<file path="config.mk">
export PLATFORM = sky130hd
export DESIGN_NAME = game_state_ctrl
export DESIGN_NICKNAME = d
export VERILOG_FILES = /design/src/rtl/game_state_ctrl.sv
export SDC_FILE = /design/constraint.sdc
export NUM_CORES = 1
export LEC_CHECK = 0
export ABC_AREA = 1
export BUFFER_PORTS_ARGS = -buffer_cell sky130_fd_sc_hd__buf_2
export CORE_MARGIN = 3
export CORE_UTILIZATION = 30
export DETAILED_ROUTE_END_ITERATION = 16
export GPL_ROUTABILITY_DRIVEN = 0
export GPL_TIMING_DRIVEN = 0
export PLACE_DENSITY = 0.53
export REMOVE_ABC_BUFFERS = 1
export SLEW_MARGIN = 20
export SYNTH_ARGS = -nofsm -noshare
export SYNTH_HDL_FRONTEND = slang
export SYNTH_SLANG_ARGS = --single-unit
</file>
<file path="constraint.sdc">
create_clock -name i_Clk -period 1.7 [get_ports i_Clk]
set_input_delay 0.255 -clock i_Clk [delete_from_list [all_inputs] [get_ports i_Clk]]
set_output_delay 0.255 -clock i_Clk [all_outputs]
set_load 0.01 [all_outputs]
</file>
<file path="src/rtl/game_state_ctrl.sv">
// Master game FSM: debounced start button, IDLE/INIT/PLAYING/VICTORY/DEFEAT/ERROR sequencing.
// Optional play time limit enabled by defining GAME_TIMEOUT_EN.
package game_state_ctrl_pkg;
  typedef enum logic [2:0] {
    ST_IDLE    = 3'b000,
    ST_INIT    = 3'b001,
    ST_PLAYING = 3'b010,
    ST_VICTORY = 3'b011,
    ST_DEFEAT  = 3'b100,
    ST_ERROR   = 3'b101
  } state_t;
endpackage

module game_state_ctrl
  import game_state_ctrl_pkg::*;
#(
  parameter int CLK_HZ         = 100_000_000,
  parameter int DEBOUNCE_CYC   = 1_000_000,
  parameter int INIT_TMO_CYC   = 1_000_000,
  parameter int PLAY_LIMIT_SEC = 999
) (
  input  logic       i_Clk,
  input  logic       i_Rst,
  input  logic       i_Start,
  input  logic       i_InitDone,
  input  logic       i_Win,
  input  logic       i_Lose,
  input  logic       i_Err,
  output logic [2:0] o_GameState,
  output logic       o_InitReq,
  output logic       o_Timeout
);

  localparam int DB_W   = (DEBOUNCE_CYC > 1) ? $clog2(DEBOUNCE_CYC) : 1;
  localparam int INIT_W = (INIT_TMO_CYC > 1) ? $clog2(INIT_TMO_CYC) : 1;

  if (CLK_HZ < 2 || DEBOUNCE_CYC < 1 || INIT_TMO_CYC < 2 || PLAY_LIMIT_SEC < 1) begin : g_bad_param
    $error("game_state_ctrl: parameter out of range");
  end

  logic              r_Sync1;
  logic              r_Sync2;
  logic              r_DbLevel;
  logic [DB_W-1:0]   r_DbCnt;
  logic              r_Press;
  state_t            r_State;
  logic              r_InitReq;
  logic [INIT_W-1:0] r_InitCnt;
  logic              w_TimeUp;

  // NOTE: sequential state uses non-blocking assignments so every register
  // samples pre-edge values; the async reset branch comes first in each block.
  always_ff @(posedge i_Clk or negedge i_Rst) begin
    if (!i_Rst) begin
      r_Sync1   <= 1'b0;
      r_Sync2   <= 1'b0;
      r_DbLevel <= 1'b0;
      r_DbCnt   <= '0;
      r_Press   <= 1'b0;
    end else begin
      r_Sync1 <= i_Start;
      r_Sync2 <= r_Sync1;
      r_Press <= 1'b0;
      // A binary input can only differ from the level by holding one value,
      // so any change of the synced value lands in the restart branch.
      if (r_Sync2 == r_DbLevel) begin
        r_DbCnt <= '0;
      end else if (r_DbCnt == DB_W'(DEBOUNCE_CYC - 1)) begin
        r_DbLevel <= r_Sync2;
        r_DbCnt   <= '0;
        r_Press   <= r_Sync2;
      end else begin
        r_DbCnt <= r_DbCnt + 1'b1;
      end
    end
  end

`ifdef GAME_TIMEOUT_EN
  localparam int TICK_W = $clog2(CLK_HZ);
  localparam int SEC_W  = $clog2(PLAY_LIMIT_SEC + 1);

  logic [TICK_W-1:0] r_TickCnt;
  logic [SEC_W-1:0]  r_SecCnt;
  logic              r_Timeout;
  logic              w_SecTick;
  logic              w_EnterPlay;

  assign w_SecTick   = (r_State == ST_PLAYING) && (r_TickCnt == TICK_W'(CLK_HZ - 1));
  assign w_EnterPlay = (r_State == ST_INIT) && !i_Err && i_InitDone;
  assign w_TimeUp    = w_SecTick && (r_SecCnt == SEC_W'(PLAY_LIMIT_SEC - 1));

  always_ff @(posedge i_Clk or negedge i_Rst) begin
    if (!i_Rst) begin
      r_TickCnt <= '0;
      r_SecCnt  <= '0;
    end else if (w_EnterPlay) begin
      r_TickCnt <= '0;
      r_SecCnt  <= '0;
    end else if (r_State == ST_PLAYING) begin
      if (w_SecTick) begin
        r_TickCnt <= '0;
        if (r_SecCnt != SEC_W'(PLAY_LIMIT_SEC))
          r_SecCnt <= r_SecCnt + 1'b1;
      end else begin
        r_TickCnt <= r_TickCnt + 1'b1;
      end
    end
  end

  // Flag holds for the whole DEFEAT stay and drops on the press that leaves it.
  always_ff @(posedge i_Clk or negedge i_Rst) begin
    if (!i_Rst)
      r_Timeout <= 1'b0;
    else if (r_State == ST_PLAYING)
      r_Timeout <= w_TimeUp && !(i_Err || i_Lose || i_Win);
    else if (r_State != ST_DEFEAT || r_Press)
      r_Timeout <= 1'b0;
  end

  assign o_Timeout = r_Timeout;
`else
  assign w_TimeUp  = 1'b0;
  assign o_Timeout = 1'b0;
`endif

  always_ff @(posedge i_Clk or negedge i_Rst) begin
    if (!i_Rst) begin
      r_State   <= ST_IDLE;
      r_InitReq <= 1'b0;
      r_InitCnt <= '0;
    end else begin
      r_InitReq <= 1'b0;
      case (r_State)
        ST_IDLE: begin
          if (r_Press) begin
            r_State   <= ST_INIT;
            r_InitReq <= 1'b1;
            r_InitCnt <= '0;
          end
        end
        ST_INIT: begin
          if (i_Err)
            r_State <= ST_ERROR;
          else if (i_InitDone)
            r_State <= ST_PLAYING;
          else if (r_InitCnt == INIT_W'(INIT_TMO_CYC - 1))
            r_State <= ST_ERROR;
          else
            r_InitCnt <= r_InitCnt + 1'b1;
        end
        ST_PLAYING: begin
          if (i_Err)
            r_State <= ST_ERROR;
          else if (i_Lose)
            r_State <= ST_DEFEAT;
          else if (i_Win)
            r_State <= ST_VICTORY;
          else if (w_TimeUp)
            r_State <= ST_DEFEAT;
        end
        ST_VICTORY, ST_DEFEAT, ST_ERROR: begin
          if (r_Press)
            r_State <= ST_IDLE;
        end
        default: r_State <= ST_ERROR;
      endcase
    end
  end

  assign o_GameState = r_State;
  assign o_InitReq   = r_InitReq;

endmodule

</file>
# [Yosys cells after proc, flatten, opt, wreduce, memory -nomap -nowiden]
# Cells that the tools add are included.
[word_totals] regBits=48 input_bits=7 output_inout_bits=5 elab_cells=52
[classes] n_addsub=2 eq_ne=15 muxes=20 bitwise_logic=1 reduce_logical=6
[op_table] operator="2-to-1 mux 20 bit" n=6
[op_table] operator="adder 20 x 1 -> 20 bit, second input constant" n=2
[op_table] operator="equality test 20 bit, second input constant" n=2
[op_table] operator="case mux 20 bit (2 select lines)" n=1
[op_table] operator="2-to-1 mux 3 bit" n=8
[op_table] operator="case mux 3 bit (4 select lines)" n=1
[op_table] operator="inequality test 2 bit, second input constant" n=5
[op_table] operator="inequality test 4 bit, second input constant" n=2
[op_table] operator="equality test 3 x 2 -> 1 bit, second input constant" n=2
[op_table] operator="equality test 3 bit, second input constant" n=2
[op_table] operator="AND reduction 5 bit" n=1
[op_table] operator="2-to-1 mux 1 bit" n=4
[op_table] operator="AND reduction 4 bit" n=1
[op_table] operator="equality test 3 x 1 -> 1 bit, second input constant" n=1
[op_table] operator="zero test 3 bit" n=1
[op_table] operator="OR reduction 3 bit" n=1
[op_table] operator="AND reduction 2 bit" n=1
[op_table] operator="nonzero test 2 bit" n=1
[op_table] operator="equality test 1 bit" n=1
[op_table] operator="NOT 1 bit" n=1

# [Depth between registers and ports, before layout]
# Gate-level depths: netlist of run 1.
[depth] word_depth=5 mapped_depth=11 depth_no_buf=10

# [Least setup slack after synthesis of run 1]
# Ideal clock, no wire load.
[synth_timing] kind="reg-to-reg" startpoint="register r_InitCnt[1]" endpoint="register r_InitCnt[9]" setup_ns=0.117 arrival_time_ns=1.291 required_ns=1.583 setup_slack_ns=0.292 stages_incl_launch_ff=12 n_path_buf=1 period_less_slack_ns=1.408 cell_sequence="dfrtp_1 ha_1 nand2_2 inv_2 nand3_2 nor2_2 nand2_1 nand2_4 buf_12 nand2_4 nand2_1 nand2_1"
[synth_via] elab_chain_cells=5 elab_cells_between_ends=8 classes_between="add/sub (1); eq/ne (2); mux (4); reduce/logical (1)"
[synth_rtl] element="start: declaration" line_no="48" text="logic [INIT_W-1:0] r_InitCnt;"
[synth_rtl] element="start signal: assignment" line_no="149" text="r_InitCnt <= r_InitCnt + 1'b1;"
[synth_rtl] element="adder 20 x 1 -> 20 bit" line_no="149"
[synth_rtl] element="2-to-1 mux 20 bit" line_no="146" text="else if (r_InitCnt == INIT_W'(INIT_TMO_CYC - 1))"
[synth_rtl] element="2-to-1 mux 20 bit" line_no="144" text="else if (i_InitDone)"
[synth_rtl] element="2-to-1 mux 20 bit" line_no="142" text="if (i_Err)"
[synth_rtl] element="case mux 20 bit (2 select lines)" line_no="133" text="case (r_State)"
# Several ways; a longest one is shown, not always the timed one. The select of a mux whose other input is x is not followed.
# A chain may end at the register's enable or synchronous reset.

# [Worst setup path in the final report of run 1]
[layout_timing] startpoint="register r_InitCnt[1]" endpoint="register r_InitCnt[10]"
# The elaborated chain is that of the path after synthesis.

==> results of run 1 <==
[flip-flops by register name (all words and copies together) (netlist names)]
register / cells
r_DbLevel: 1
r_Press: 1
r_Sync2: 1
r_InitCnt: 20
o_InitReq: 1
o_GameState: 3
r_DbCnt: 20
r_Sync1: 1
[cell families (layout without fill, tap and decap cells)]
| logic type | Yosys count | in the layout |
|---|---|---|
| xor gates and xnor gates | 18 | 18 |
| other | 1 | 1 |
| AOI/OAI and AO/OA | 19 | 19 |
| adders and majority gates | 2 | 2 |
| DFF | 48 | 48 |
| buffers and inverters | 49 | 64 |
| and+or+nand+nor | 255 | 257 |
[metal layers]
metal,GRT usage,up-vias
li1,-,1258
met1,0.155,1121
met2,0.201,29
met3,0.0230,12
met4,0.0361,0
met5,0,-
[metrics by stage]
step	TNS (ps)	util
after floorplan	0	-
after global placement	-1610	0.325
after detailed placement	-1600	0.326
after CTS	0	0.343
after global routing	0	0.351
final	0	0.351
[worst max-delay path, delay by kind of cell (launching register included)]
kind | cells | cell delay (ps)
and+or+nand+nor | 7 | 660
adders and majority gates | 1 | 200
DFF | 1 | 400
buffers and inverters | 2 | 190
[cells in the mapped netlist (2+ instances only)]
library cell	n
xor2_1	12
dfrtp_1	48
clkbuf_8	2
nor2_4	2
or2_2	2
nand2_4	3
nor2_1	68
nand2_2	5
nand3_1	45
inv_2	3
xnor2_1	6
buf_6	2
nand4_1	4
nor2_2	7
nand2_1	104
nand3b_1	3
a21oi_1	5
o21ai_1	4
nor3_1	6
ha_1	2
inv_1	39
o21ai_0	8
nand3_2	2
[worst paths after layout]
check                                       endpoint  slack (ps)  cells after the start
max in group asynchronous   r_InitCnt[9]$_DFFE_PN0P_         770                      2
min in group asynchronous  r_InitCnt[17]$_DFFE_PN0P_         500                      2
hold reg to reg                    r_Sync2$_DFF_PN0_         360                      0
setup reg to reg           r_InitCnt[10]$_DFFE_PN0P_         130                     10
hold / removal                     r_Sync1$_DFF_PN0_          50                      1
setup / recovery           r_InitCnt[10]$_DFFE_PN0P_         130                     10
[power breakdown]
group / total, W / switching (W) / internal [W] / leakage, nW
Combinational: 0.000653 / 0.000422 / 0.000231 / 0.751
Sequential: 0.00130 / 0.0000854 / 0.00122 / 0.657
Clock: 0.000858 / 0.000415 / 0.000444 / 0.0548
Total: 0.00282 / 0.000922 / 0.00189 / 1.46
[what timing repair did]
item | CTS | global route
hold buffers | 1 | 0
setup buffers | 0 | 3
gates resized for setup | 3 | 11
pin swaps | 1 | 3
gates cloned | 2 | 0
setup endpoints to repair | 20 | 28
hold endpoints to repair | 48 | 0
[layout make-up]
class	instances	area [sq um]
Multi-Input combinational cell	297	1540
Timing Repair Buffer	14	85.1
Clock inverter	3	46.3
Clock buffer	5	68.8
Fill cell	1000	6030
Inverter	42	158
Tap cell	129	161
Sequential cell	48	1200
==> Implementation_results.wiki, run 1 <==
{| class="wikitable"
! Metric !! Value
|-
| DR iter-0 viols || 84
|-
| Sink count of the clock tree || 48
|-
| Combinational family with the most area after synthesis || simple AND/OR/NAND/NOR gates
|-
| Signed area change from the synthesized netlist to the final layout || 12.6%
|-
| DR WL met3 || 144 um
|-
| Worst max-slew margin expressed relative to the limit || 0.581
|-
| Proportion of synthesized area in mux cells || 0
|-
| Clock tree from TritonCTS || done
|-
| Critical path fanouts, max || 10
|-
| Buffer type at the clock tree root || clkbuf_8
|-
| Maximum VDD drop || 0.350 mV
|-
| Routed length on met2 || 2840 um
|-
| Non-filler instance count after layout || 538
|-
| Total Nets Final || 417
|-
| Vias in the first global route || 2381
|-
| Avg Cell Area, Syn || 7.38 sq um
|-
| Stage delay of the slowest cell on the critical path || 400 ps
|-
| Chip width || 104 um
|-
| Tightest Pin Transition || 629 ps
|-
| Via density per instance || 4.50
|-
| Topmost layer with routed signal wires || met4
|-
| Number of clock buffers inserted by TritonCTS || 5
|-
| Count of distinct cell types in the synthesized netlist || 33
|-
| Overall routing resource usage || 0.120
|-
| Initial Utilization || 0.311
|-
| CP Cell Sequence || ha_2 > nand2_2 > inv_2 > nand3_4 > nor2_4 > nand2_4 > nand2_8 > inv_2 > nand3_1 > nand2_1
|-
| ANT nets after route || 0
|-
| YS warnings || 0
|-
| Most area-hungry cell type in the Yosys netlist || dfrtp_1
|-
| Iteration count of the initial detailed-routing pass || 4
|-
| Antenna cells || 0
|-
| Vertical die dimension || 104 um
|-
| Die area || 10900 sq um
|-
| M1 wire length || 2920 um
|-
| Netlist Area Pre-Place || 2890 sq um
|-
| Power Density || 865 nW/um^2
|-
| Final hold violation count || 0
|-
| Area of the core || 9280 sq um
|-
| Floorplan row count || 35
|-
| Post-synth top flop || dfrtp_1
|-
| H-Tree Depth || 2
|-
| Hold_sp || i_Start
|-
| Compound-Gate Fraction of Synth Area || 0.0350
|-
| Commonest cells after routing, fill and taps aside || nand2_1, nor2_1, dfrtp_1
|-
| Share of the synthesized area in the top cell type || 0.415
|-
| GRT overflow || 0
|-
| Setup WS pre-CTS || -111 ps
|-
| Number of DRC violations after detailed routing || 0
|-
| Total number of vias || 2420
|-
| Share of the synthesized netlist area taken by xor and xnor gates || 0.0545
|-
| Total power after layout || 0.00282 W
|-
| EDFF count, synth || 0
|-
| Clk_skew || 4.71 ps
|-
| Setup crit start || r_InitCnt[1]$_DFFE_PN0P_
|-
| Adder-cell share of the synthesized area || 0.00865
|-
| Proportion of layout cells with a drive suffix above 1 || 0.142
|-
| Kind of launch point of the worst setup path || flip-flop
|-
| Final worst-path cycle share || 0.921
|-
| PnR worst setup slack || 135 ps
|-
| Max-cap violation count || 0
|-
| Largest net degree at the start of global routing || 49
|-
| Cell Area, Placed || 3020 sq um
|-
| Maximum clock frequency || 639 MHz
|-
| Number of I/O pins || 12
|-
| Routed WL || 6000 um
|-
| Outcome || completed
|-
| Final Max Tran Viols || 0
|-
| Maximum number of buffers from clock root to sink || 2
|-
| Clock insertion delay at the later pin of the skew report || 300 ps
|-
| Total non-filler cell area in the finished layout || 3260 sq um
|-
| Worst hold path type || input port to flip-flop
|-
| Leak Pwr || 1.46 nW
|-
| Final setup vio count || 0
|-
| Final hold slack || 48.6 ps
|-
| Initial antenna violation count || 0
|-
| Estimated wirelength of the detail-placed design || 4140 um
|-
| Most common cell after layout, fill and taps aside || nand2_1
|-
| Cell count after synthesis || 392
|-
| Count of placed standard cells including taps || 524
|-
| Standard cell with the maximum stage delay on the critical path || dfrtp_1
|-
| Startpoint of the worst-slack reg-to-reg timing path || r_InitCnt[1]$_DFFE_PN0P_
|-
| Reg clk slew, reported paths || 90 ps
|-
| Wire length of the first global-routing pass || 10800 um
|-
| Cells taking the most area after synthesis || dfrtp_1, nand2_1, nor2_1
|-
| Per-cell routed wire length || 11.2 um
|-
| Number of synthesized register bits || 48
|-
| Buffers added on ports || 10
|-
| Path type of the worst setup path || flip-flop to flip-flop
|-
| Dominant cell type by count on the critical path || inv_2
|-
| Post-layout min period || 1570 ps
|-
| Setup repair after global routing missed its margin || no
|-
| Endpoint kind of the worst setup timing path || flip-flop
|-
| Register area share after synthesis || 0.415
|-
| Simple-gate area share of the yosys netlist || 0.402
|-
| Data required time of the worst path || 1900 ps
|-
| Async set-reset flop share out of synthesis || 1.00
|-
| Arrival time at the worst endpoint || 1770 ps
|}
(Power assumes the default switching activity.)
==> run 2, diff against run 1 <==
--- a/config.mk
+++ b/config.mk
@@ -5,7 +5,7 @@
 export SDC_FILE = /design/constraint.sdc
 export NUM_CORES = 1
 export LEC_CHECK = 0
-export ABC_AREA = 1
+export ABC_AREA = 0
 export BUFFER_PORTS_ARGS = -buffer_cell sky130_fd_sc_hd__buf_2
 export CORE_MARGIN = 3
 export CORE_UTILIZATION = 30
==> run 2 against run 1 <==
Effect of this change: the run now ends with hold timing, setup timing left; clock power fell by 22%; via count fell by 16%; register-to-register slack got worse by 200 ps; fmax fell by 11%; sequential share of layout area rose by 2.0 points; non-clock buffer count rose by 20; global-route usage rose by 0.44 points; wire length fell by 4.9%; combinational power fell by 88%; critical path type unchanged; largest cell class unchanged; highest routed layer unchanged.
==> Implementation_results.wiki, run 2 <==
{| class="wikitable"
! Metric !! Value
|-
| Commonest cells after routing, fill and taps aside || dfrtp_1, nor2_1, buf_4
|-
| Clock insertion delay at the later pin of the skew report || 310 ps
|-
| M1 wire length || 2670 um
|-
| Vias in the first global route || 2040
|-
| Share of the synthesized area in the top cell type || 0.480
|-
| Leak Pwr || 1.32 nW
|-
| Violations in the final reports || hold timing, setup timing
|-
| Count of hold buffers inserted by post-cts repair || 0
|-
| Die area || 9460 sq um
|-
| Total power after layout || 0.00191 W
|-
| Power Density || 613 nW/um^2
|-
| Iteration count of the initial detailed-routing pass || 4
|-
| Post-layout min period || 1770 ps
|-
| Outcome || finished with violations
|-
| Routed WL || 5710 um
|-
| Worst hold path type || input port to asynchronous set/reset pin
|-
| Path type of the worst setup path || flip-flop to flip-flop
|-
| EDFF count, synth || 0
|-
| H-Tree Depth || 2
|-
| Largest net degree at the start of global routing || 49
|-
| Initial Utilization || 0.317
|-
| Maximum VDD drop || 0.307 mV
|-
| Area of the core || 7890 sq um
|-
| Arrival time at the worst endpoint || 2000 ps
|-
| Cell Area, Placed || 2630 sq um
|-
| Setup repair after global routing missed its margin || yes
|-
| Total Nets Final || 309
|-
| Setup WS pre-CTS || -456 ps
|-
| Cell count after synthesis || 262
|-
| Register area share after synthesis || 0.480
|-
| YS warnings || 0
|-
| Buffer type at the clock tree root || clkbuf_8
|-
| Most area-hungry cell type in the Yosys netlist || dfrtp_1
|-
| Avg Cell Area, Syn || 9.54 sq um
|-
| DR iter-0 viols || 101
|-
| Endpoint kind of the worst setup timing path || flip-flop
|-
| Stage delay of the slowest cell on the critical path || 490 ps
|-
| Worst max-slew margin expressed relative to the limit || 0.486
|-
| Final worst-path cycle share || 1.04
|-
| Initial antenna violation count || 0
|-
| Sink count of the clock tree || 48
|-
| Max-cap violation count || 0
|-
| Non-filler instance count after layout || 402
|-
| Final setup vio count || 4
|-
| Antenna cells || 0
|-
| Routed length on met2 || 2790 um
|-
| Wire length of the first global-routing pass || 9760 um
|-
| GRT overflow || 0
|-
| CP Cell Sequence || ha_4 > nand3_4 > or3_4 > or4_4 > a21oi_2
|-
| Floorplan row count || 32
|-
| Maximum clock frequency || 566 MHz
|-
| PnR worst setup slack || -66.9 ps
|-
| Signed area change from the synthesized netlist to the final layout || 24.3%
|-
| ANT nets after route || 0
|-
| Total non-filler cell area in the finished layout || 3110 sq um
|-
| Number of clock buffers inserted by TritonCTS || 5
|-
| Overall routing resource usage || 0.124
|-
| Estimated wirelength of the detail-placed design || 3400 um
|-
| Most frequently used cell type in the post-synthesis netlist || dfrtp_1
|-
| Via density per instance || 5.03
|-
| Clock tree from TritonCTS || done
|-
| Cells taking the most area after synthesis || dfrtp_1, xor2_1, nand3_1
|-
| Number of synthesized register bits || 48
|-
| Count of placed standard cells including taps || 369
|-
| Number of I/O pins || 12
|-
| Data required time of the worst path || 1940 ps
|-
| DR WL met3 || 171 um
|-
| Post-synth top flop || dfrtp_1
|-
| Buffers added on ports || 10
|-
| Kind of launch point of the worst setup path || flip-flop
|-
| Number of DRC violations after detailed routing || 0
|-
| Final hold violation count || 48
|-
| Per-cell routed wire length || 14.2 um
|-
| Top cells by instance count after synthesis || dfrtp_1, nor2_1, nand3_1
|-
| Maximum number of buffers from clock root to sink || 2
|-
| Final core area utilization || 0.394
|-
| Async set-reset flop share out of synthesis || 1.00
|-
| Reg clk slew, reported paths || 90 ps
|-
| Total number of vias || 2022
|-
| Count of distinct cell types in the synthesized netlist || 47
|-
| Chip width || 97.3 um
|-
| Tightest Pin Transition || 768 ps
|-
| Most common cell after layout, fill and taps aside || dfrtp_1
|-
| Final hold slack || -52.0 ps
|-
| Netlist Area Pre-Place || 2500 sq um
|-
| Final Max Tran Viols || 0
|-
| Topmost layer with routed signal wires || met4
|-
| Critical path fanouts, max || 4
|-
| Clk_skew || 11.7 ps
|-
| Proportion of layout cells with a drive suffix above 1 || 0.283
|-
| Vertical die dimension || 97.3 um
|-
| Standard cell with the maximum stage delay on the critical path || or4_4
|}
==> run 2: cell count changes after synthesis, moves of 5 or more <==
cell,change
inv_1,-34
nor2_1,-37
xor2_1,+5
nor2_2,-7
nand3_1,-21
and3_1,+8
nand2_1,-81
and2_1,+5
==> run 2: worst max-delay path, delay by kind of cell (launching register included) <==
kind            cells  cell delay, ps
compound gates      1             120
fa+ha+maj           1             180
flops               1             410
simple gates        3             990
==> run 2: stage by stage <==
step | hold slack (ps) | setup TNS, ps
CTS | 45.9 | -150
detailed placement | 371 | -8340
floorplan | -40.6 | -473
global placement | 371 | -8230
global route | 6.35 | -762
finish | -52.0 | -182
==> run 2: cells by family after synthesis <==
family / Yosys count / synth area share
AND/OR/NAND/NOR: 136 / 0.297
flip-flops: 48 / 0.480
AO/OA/AOI/OAI: 39 / 0.0926
XOR/XNOR: 24 / 0.0841
buffers and inverters: 10 / 0.0255
adder cells (fa/ha/maj): 2 / 0.0100
multiplexers: 2 / 0.00851
other: 1 / 0.00150
==> run 2: cell type report <==
| cell class | count | area (sq um) |
|---|---|---|
| clock buffers | 6 | 72.6 |
| multi-input cells | 206 | 1440 |
| repair buffers | 34 | 236 |
| flip-flops and latches | 48 | 1210 |
| inverters | 5 | 22.5 |
| clock inverters | 1 | 5.00 |
| fillers | 754 | 4780 |
| well taps | 102 | 128 |
==> run 2: final timing paths <==
kind                                     startpoint                   endpoint  slack, ps  cells after the start
setup / recovery           r_InitCnt[1]$_DFFE_PN0P_  r_InitCnt[16]$_DFFE_PN0P_        -70                      5
hold / removal                                i_Rst  r_InitCnt[11]$_DFFE_PN0P_        -50                      1
setup reg to reg           r_InitCnt[1]$_DFFE_PN0P_  r_InitCnt[16]$_DFFE_PN0P_        -70                      5
hold reg to reg                   r_Sync1$_DFF_PN0_          r_Sync2$_DFF_PN0_        410                      0
max in group asynchronous                     i_Rst  r_InitCnt[12]$_DFFE_PN0P_       1320                      1
min in group i_Clk                          i_Start          r_Sync1$_DFF_PN0_         60                      1
==> run 2: report_power, final <==
part | total (W) | switching, W | internal (W)
clock | 0.000670 | 0.000389 | 0.000281
sequential | 0.00116 | 0.00000688 | 0.00115
combinational | 0.0000807 | 0.0000515 | 0.0000293
==> run 2: what timing repair did <==
item,CTS,global route
setup endpoints to repair,41,24
cloned,1,1
setup buffers,19,5
gates resized for setup,27,21
pin swaps,11,7
==> run 2: layer usage <==
metal,vias up,global-route usage
met3,8,0.0273
met1,972,0.167
met4,0,0.0383
met2,25,0.200
li1,1017,-
met5,-,0
